File: config.mk
export PLATFORM = sky130hd
export DESIGN_NAME = pwl_exp_pipe
export DESIGN_NICKNAME = d
export VERILOG_FILES = /design/src/rtl/pwl_exp_pipe.sv
export SDC_FILE = /design/constraint.sdc
export NUM_CORES = 1
export LEC_CHECK = 0
export BUFFER_PORTS_ARGS = -buffer_cell sky130_fd_sc_hd__buf_2
export CORE_ASPECT_RATIO = 2
export CORE_UTILIZATION = 45
export DETAILED_ROUTE_END_ITERATION = 12
export GPL_TIMING_DRIVEN = 0
export PLACE_DENSITY = 0.7
export SLEW_MARGIN = 20
export SYNTH_ARGS = -nofsm -noshare
export SYNTH_HDL_FRONTEND = slang
export SYNTH_SLANG_ARGS = --single-unit
File: constraint.sdc
create_clock -name clk -period 4.1 [get_ports clk]
set_input_delay 0.615 -clock clk [delete_from_list [all_inputs] [get_ports clk]]
set_output_delay 0.615 -clock clk [all_outputs]
set_load 0.005 [all_outputs]
File: src/rtl/pwl_exp_pipe.sv
// Pipelined piecewise-linear exp(angle) with run-time programmable segment tables.
// Define PWL_EXP_ROUND_EN to round half up before dropping fractional product bits.
module pwl_exp_pipe #(
    parameter int unsigned XY_SZ    = 8,
    parameter int unsigned FRAC_IN  = 7,
    parameter int unsigned FRAC_OUT = 5,
    parameter int unsigned SEG_NUM  = 8,
    localparam int unsigned SEG_W   = $clog2(SEG_NUM)
) (
    input  logic             clk,
    input  logic             rst,
    input  logic             in_valid,
    output logic             in_ready,
    input  logic [XY_SZ-1:0] in_angle,
    output logic             out_valid,
    input  logic             out_ready,
    output logic [XY_SZ-1:0] out_exp,
    output logic             out_sat,
    input  logic             cfg_we,
    input  logic [1:0]       cfg_sel,
    input  logic [SEG_W-1:0] cfg_addr,
    input  logic [XY_SZ-1:0] cfg_data
);

    if (SEG_NUM < 2 || SEG_NUM > 32 || (SEG_NUM & (SEG_NUM - 1)) != 0) begin : g_bad_seg
        $error("SEG_NUM must be a power of 2 in 2..32");
    end
    if (FRAC_IN == 0 || FRAC_IN >= XY_SZ || FRAC_OUT >= XY_SZ) begin : g_bad_frac
        $error("FRAC_IN/FRAC_OUT out of range for XY_SZ");
    end

    // Factory tables exist only for the 8-segment, 8-bit build; entry 0 sits in the low byte.
    localparam logic        DEF_EN    = (XY_SZ == 8) && (SEG_NUM == 8);
    localparam logic [63:0] DEF_BIAS  = 64'h07_0F_15_1A_1E_20_1F_1B;
    localparam logic [63:0] DEF_SLOPE = 64'h4F_46_3D_34_2B_22_19_0F;
    localparam logic [63:0] DEF_DEM   = 64'h6C_5C_49_33_18_F7_C9_80;
    localparam logic [XY_SZ-1:0] MOST_NEG = {1'b1, {(XY_SZ - 1){1'b0}}};

    localparam logic signed [XY_SZ+1:0] MAXV = {3'b000, {(XY_SZ - 1){1'b1}}};
    localparam logic signed [XY_SZ+1:0] MINV = {3'b111, {(XY_SZ - 1){1'b0}}};

    function automatic logic [XY_SZ-1:0] def_entry(input logic [63:0] tbl,
                                                   input logic [XY_SZ-1:0] fallback,
                                                   input int idx);
        if (DEF_EN) return XY_SZ'(tbl >> (8 * idx));
        return fallback;
    endfunction

    logic [XY_SZ-1:0] bias_tbl  [SEG_NUM];
    logic [XY_SZ-1:0] slope_tbl [SEG_NUM];
    logic [XY_SZ-1:0] dem_tbl   [SEG_NUM];

    always_ff @(posedge clk) begin
        if (rst) begin
            for (int i = 0; i < SEG_NUM; i++) begin
                bias_tbl[i]  <= def_entry(DEF_BIAS, '0, i);
                slope_tbl[i] <= def_entry(DEF_SLOPE, '0, i);
                dem_tbl[i]   <= def_entry(DEF_DEM, MOST_NEG, i);
            end
        end else if (cfg_we) begin
            case (cfg_sel)
                2'd0:    bias_tbl[cfg_addr]  <= cfg_data;
                2'd1:    slope_tbl[cfg_addr] <= cfg_data;
                2'd2:    dem_tbl[cfg_addr]   <= cfg_data;
                default: ;
            endcase
        end
    end

    logic en;
    assign en       = !out_valid || out_ready;
    assign in_ready = en;

    // Highest qualifying index wins, so unsorted breakpoint tables still resolve deterministically.
    logic [SEG_W-1:0] seg;
    always_comb begin
        seg = '0;
        for (int i = 0; i < SEG_NUM; i++) begin
            if ($signed(in_angle) > $signed(dem_tbl[i])) seg = SEG_W'(i);
        end
    end

    logic                      s1_valid, s2_valid;
    logic [XY_SZ-1:0]          s1_angle, s1_slope, s1_bias, s2_bias;
    logic signed [2*XY_SZ-1:0] prod, s2_prod, prod_adj;
    logic signed [XY_SZ+1:0]   t, sum;
    logic [XY_SZ-1:0]          res_exp;
    logic                      res_sat;

    assign prod = $signed({{XY_SZ{s1_angle[XY_SZ-1]}}, s1_angle})
                * $signed({{XY_SZ{s1_slope[XY_SZ-1]}}, s1_slope});

`ifdef PWL_EXP_ROUND_EN
    localparam logic signed [2*XY_SZ-1:0] RND = (2 * XY_SZ)'(1) << (FRAC_IN - 1);
    assign prod_adj = s2_prod + RND;
`else
    assign prod_adj = s2_prod;
`endif

    assign t   = (XY_SZ + 2)'(prod_adj >>> FRAC_IN);
    assign sum = t + $signed({{2{s2_bias[XY_SZ-1]}}, s2_bias});

    always_comb begin
        res_exp = sum[XY_SZ-1:0];
        res_sat = 1'b0;
        if (sum > MAXV) begin
            res_exp = MAXV[XY_SZ-1:0];
            res_sat = 1'b1;
        end else if (sum < MINV) begin
            res_exp = MINV[XY_SZ-1:0];
            res_sat = 1'b1;
        end
    end

    always_ff @(posedge clk) begin
        if (rst) begin
            s1_valid  <= 1'b0;
            s1_angle  <= '0;
            s1_slope  <= '0;
            s1_bias   <= '0;
            s2_valid  <= 1'b0;
            s2_prod   <= '0;
            s2_bias   <= '0;
            out_valid <= 1'b0;
            out_exp   <= '0;
            out_sat   <= 1'b0;
        end else if (en) begin
            s1_valid  <= in_valid;
            s1_angle  <= in_angle;
            s1_slope  <= slope_tbl[seg];
            s1_bias   <= bias_tbl[seg];
            s2_valid  <= s1_valid;
            s2_prod   <= prod;
            s2_bias   <= s1_bias;
            out_valid <= s2_valid;
            out_exp   <= res_exp;
            out_sat   <= res_sat;
        end
    end

endmodule

==> impl_metrics.toml <==
[timing]
fin_skew_ns = 0.0202
rsz0062_at_grt = "yes"
holdWs_ns = 0.318
drv_slew = 0
fin_tns_setup_ns = -0.587
tightest_slew_ns = 1.13
finalSetupViolCount = 6
hold_violations = 0
final.setup.worst_slack_ns = -0.160
slew_headroom = 0.238
period_minus_slack_ns = 4.26
fmax_mhz = 235
period_share = 1.04

[routing]
drtPass1Iterations = 5
first_iter_violations = 595
route.vias.total = 11100
wirelength_mm = 43.5
ant_nets = 0
wire_per_inst_um = 22.2
avgViaCountPerCell = 5.65
drc = 0

[cts]
cts_made_buffers = 22
clk_pin_slew_ns = 0.07
clockBufferDepth = 3
clk_latency_ns = 0.54
cts-root-buf = "clkbuf_16"
cts_tree = "yes"
cts_max_level = 1
cts.sinks = 237

[logic_synthesis]
syn_area_per_cell_sq_um = 10.2
ys_warn_count = 0
synth_edf_count = 184
ys.flop_type = "edfxtp_1"
synth_area_sq_um = 14700
syn_inst = 1443
synthesis.nets = 1615
synth_seq_cells = 237
synth_cell_types = 65
ys_seq_area_frac = 0.448
async_reset_ff_frac = 0

[global_routing]
grt_max_degree = 17
grt_usage = 0.271
grt_overflow = 0
grt_pass1_wl_mm = 66.0
grt_antenna_before_repair = 2
grt_pass1_vias = 11800

[worst_setup_path]
cp_max_fo = 7
start_kind = "flip-flop"
end_kind = "flip-flop"
reg2reg_slack_ns = -0.16
critPathRequiredTime_ns = 4.53
critical_path_class = "reg -> reg"
cp.arrival_ns = 4.69

[place]
port_buffers = 33
routabilityCongestion = 0.927
place_ws_ns = -0.560
dp_hpwl_mm = 33.3

[floorplan]
start_util = 0.456
die_w_um = 130
dieHeight_um = 258
rows = 93
core_area_sq_um = 32200
dieArea_sq_um = 33500
num_io_pins = 37

[finish]
seq_area_sq_um = 6650
nets = 1690
utilization = 0.513
fillers = 2952
final_cell_mix = "184 x edfxtp_1, 127 x and2_1, 126 x inv_1"
synthToLayoutAreaGrowth_pct = 12.4
drive_gt1_frac = 0.114
multi_input_area_sq_um = 7450
num_antenna_cells = 0
final_common_cell = "edfxtp_1"

[pwr]
leakagePower_nw = 6.62
seqPwrFrac = 0.416
internal-power_mw = 4.81
vdd_drop_max_uv = 253
switching_share = 0.320
power_density_nw_per_um2 = 428
switching_power_mw = 2.27
power_frac_comb = 0.282
clkPwrFrac = 0.302
fin_total_pwr_mw = 7.08

[worst_hold_path]
hp-class = "in -> reg"

[run_status]
outcome = "finished, violations left"
violations = "setup timing"

[run]
cap_violations = 0
-- worst max-delay path, cell delays in order (launching register included) --
cell      delay [ns]
dfxtp_4         0.38
and2_4          0.17
fa_1            0.48
inv_1           0.05
fa_1            0.49
inv_2           0.04
fa_1            0.55
inv_2           0.04
fa_1            0.49
inv_2           0.06
ha_4            0.27
nand2_2         0.05
o211ai_1        0.32
nand3_1         0.17
buf_4           0.17
nand3b_1        0.12
nand2_1         0.09
mux2i_1         0.16
nand2_1         0.06
-- final timing paths --
kind              depth (start not counted)   startpoint           end
setup reg to reg                         18  s1_angle[7]  prod_adj[14]
hold / removal                            3     in_valid      s1_valid
setup / recovery                         18  s1_angle[7]  prod_adj[14]
hold reg to reg                           2   s1_bias[7]    s2_bias[7]
-- per-layer routing --
metal / vias up / GRT usage / part of all wire
met5: - / 0 / 0.00062
met4: 4 / 0.245 / 0.097
met3: 183 / 0.0389 / 0.049
met2: 386 / 0.496 / 0.53
met1: 5315 / 0.253 / 0.32
li1: 5200 / - / -
-- metrics by stage --
step	std cells	cell area [sq um]
after floorplan	1443	14800
after CTS	1957	16400
final	1961	16500
after global placement	1903	15500
after detailed placement	1903	15500
after global routing	1961	16500
-- power by group through the flow --
| stage | clock (mW) | combinational, mW | sequential (mW) |
|---|---|---|---|
| 6_report | 2.14 | 1.99 | 2.95 |
| 5_1_grt | 2.23 | 2.22 | 2.97 |
| 4_1_cts | 2.14 | 1.94 | 2.95 |
| 3_5_place_dp | 0 | 1.84 | 3.01 |
| 3_3_place_gp | 0 | 1.81 | 3.00 |
| 2_1_floorplan | 0 | 1.30 | 2.95 |
-- cell usage after synthesis, types with 2 or more instances --
cell type  number  share of area
a21oi_1        56          0.019
and3_1         38          0.016
a211oi_1       23          0.012
nor3_1         15         0.0051
a21oi_2         3         0.0018
nand3b_1        4         0.0020
nor2_1         83          0.021
nand2b_1       14         0.0060
fa_1           54          0.073
a21o_1          5         0.0026
clkbuf_1       70          0.018
and4b_1        16          0.011
and3_4          2         0.0015
o21ai_0        54          0.018
o41ai_1         2         0.0012
or2_1           2        0.00085
a211o_1         2         0.0012
o211ai_1       35          0.018
xnor2_1        17          0.010
buf_1           8         0.0020
a21oi_4         2         0.0022
a21boi_0       16         0.0082
or2_2           9         0.0038
dfxtp_1        53          0.072
edfxtp_1      184           0.38
nor4b_1         3         0.0018
nand3_1        25         0.0085
o21bai_1        3         0.0015
nand2_1       121          0.031
and2_1        133          0.057
buf_2           6         0.0020
nand4_1        10         0.0043
or3_1          59          0.025
a311oi_1        8         0.0048
inv_1         133          0.034
mux2i_1        17          0.012
a2111o_1        2         0.0015
o31ai_1        18         0.0092
a31oi_1         3         0.0013
nor2b_1        13         0.0055
ha_1           92          0.078
o21a_1          4         0.0020
nor4_1          3         0.0013
or3b_2          2         0.0012
-- registers in the layout (all words and copies together), names as in the netlist --
register and flops:
bias_tbl 64, dem_tbl 56, out_exp 8, out_sat 1, out_valid 1, prod_adj 9
s1_angle 8, s1_bias 8, s1_slope 8, s1_valid 1, s2_bias 8, s2_valid 1
slope_tbl 64
-- what timing repair did --
action                     4_1_cts  5_1_grt
pin swaps                       25       14
hold buffers                     0        0
buffers inserted                14        4
resized for setup               41       14
setup endpoints to repair        8        8
-- cell type report --
cell class              instances  share of cell area
multi-input cells             986               0.451
flip-flops and latches        237               0.402
clock buffers                  27              0.0375
well taps                     427              0.0323
inverters                     134              0.0304
plain buffers                  86              0.0207
repair buffers                 51              0.0180
clock inverters                13             0.00817
-- kinds of logic (layout without fill, tap and decap cells) --
| logic type | count (synthesis) | in the layout | share of synthesized area |
|---|---|---|---|
| AOI/OAI and AO/OA | 249 | 249 | 0.114 |
| DFF | 237 | 237 | 0.448 |
| muxes | 18 | 18 | 0.0123 |
| buffers and inverters | 220 | 311 | 0.0574 |
| xor gates and xnor gates | 18 | 18 | 0.0107 |
| adders and majority gates | 146 | 146 | 0.152 |
| and+or+nand+nor | 555 | 555 | 0.206 |
Power figures use the tool's default switching activity.
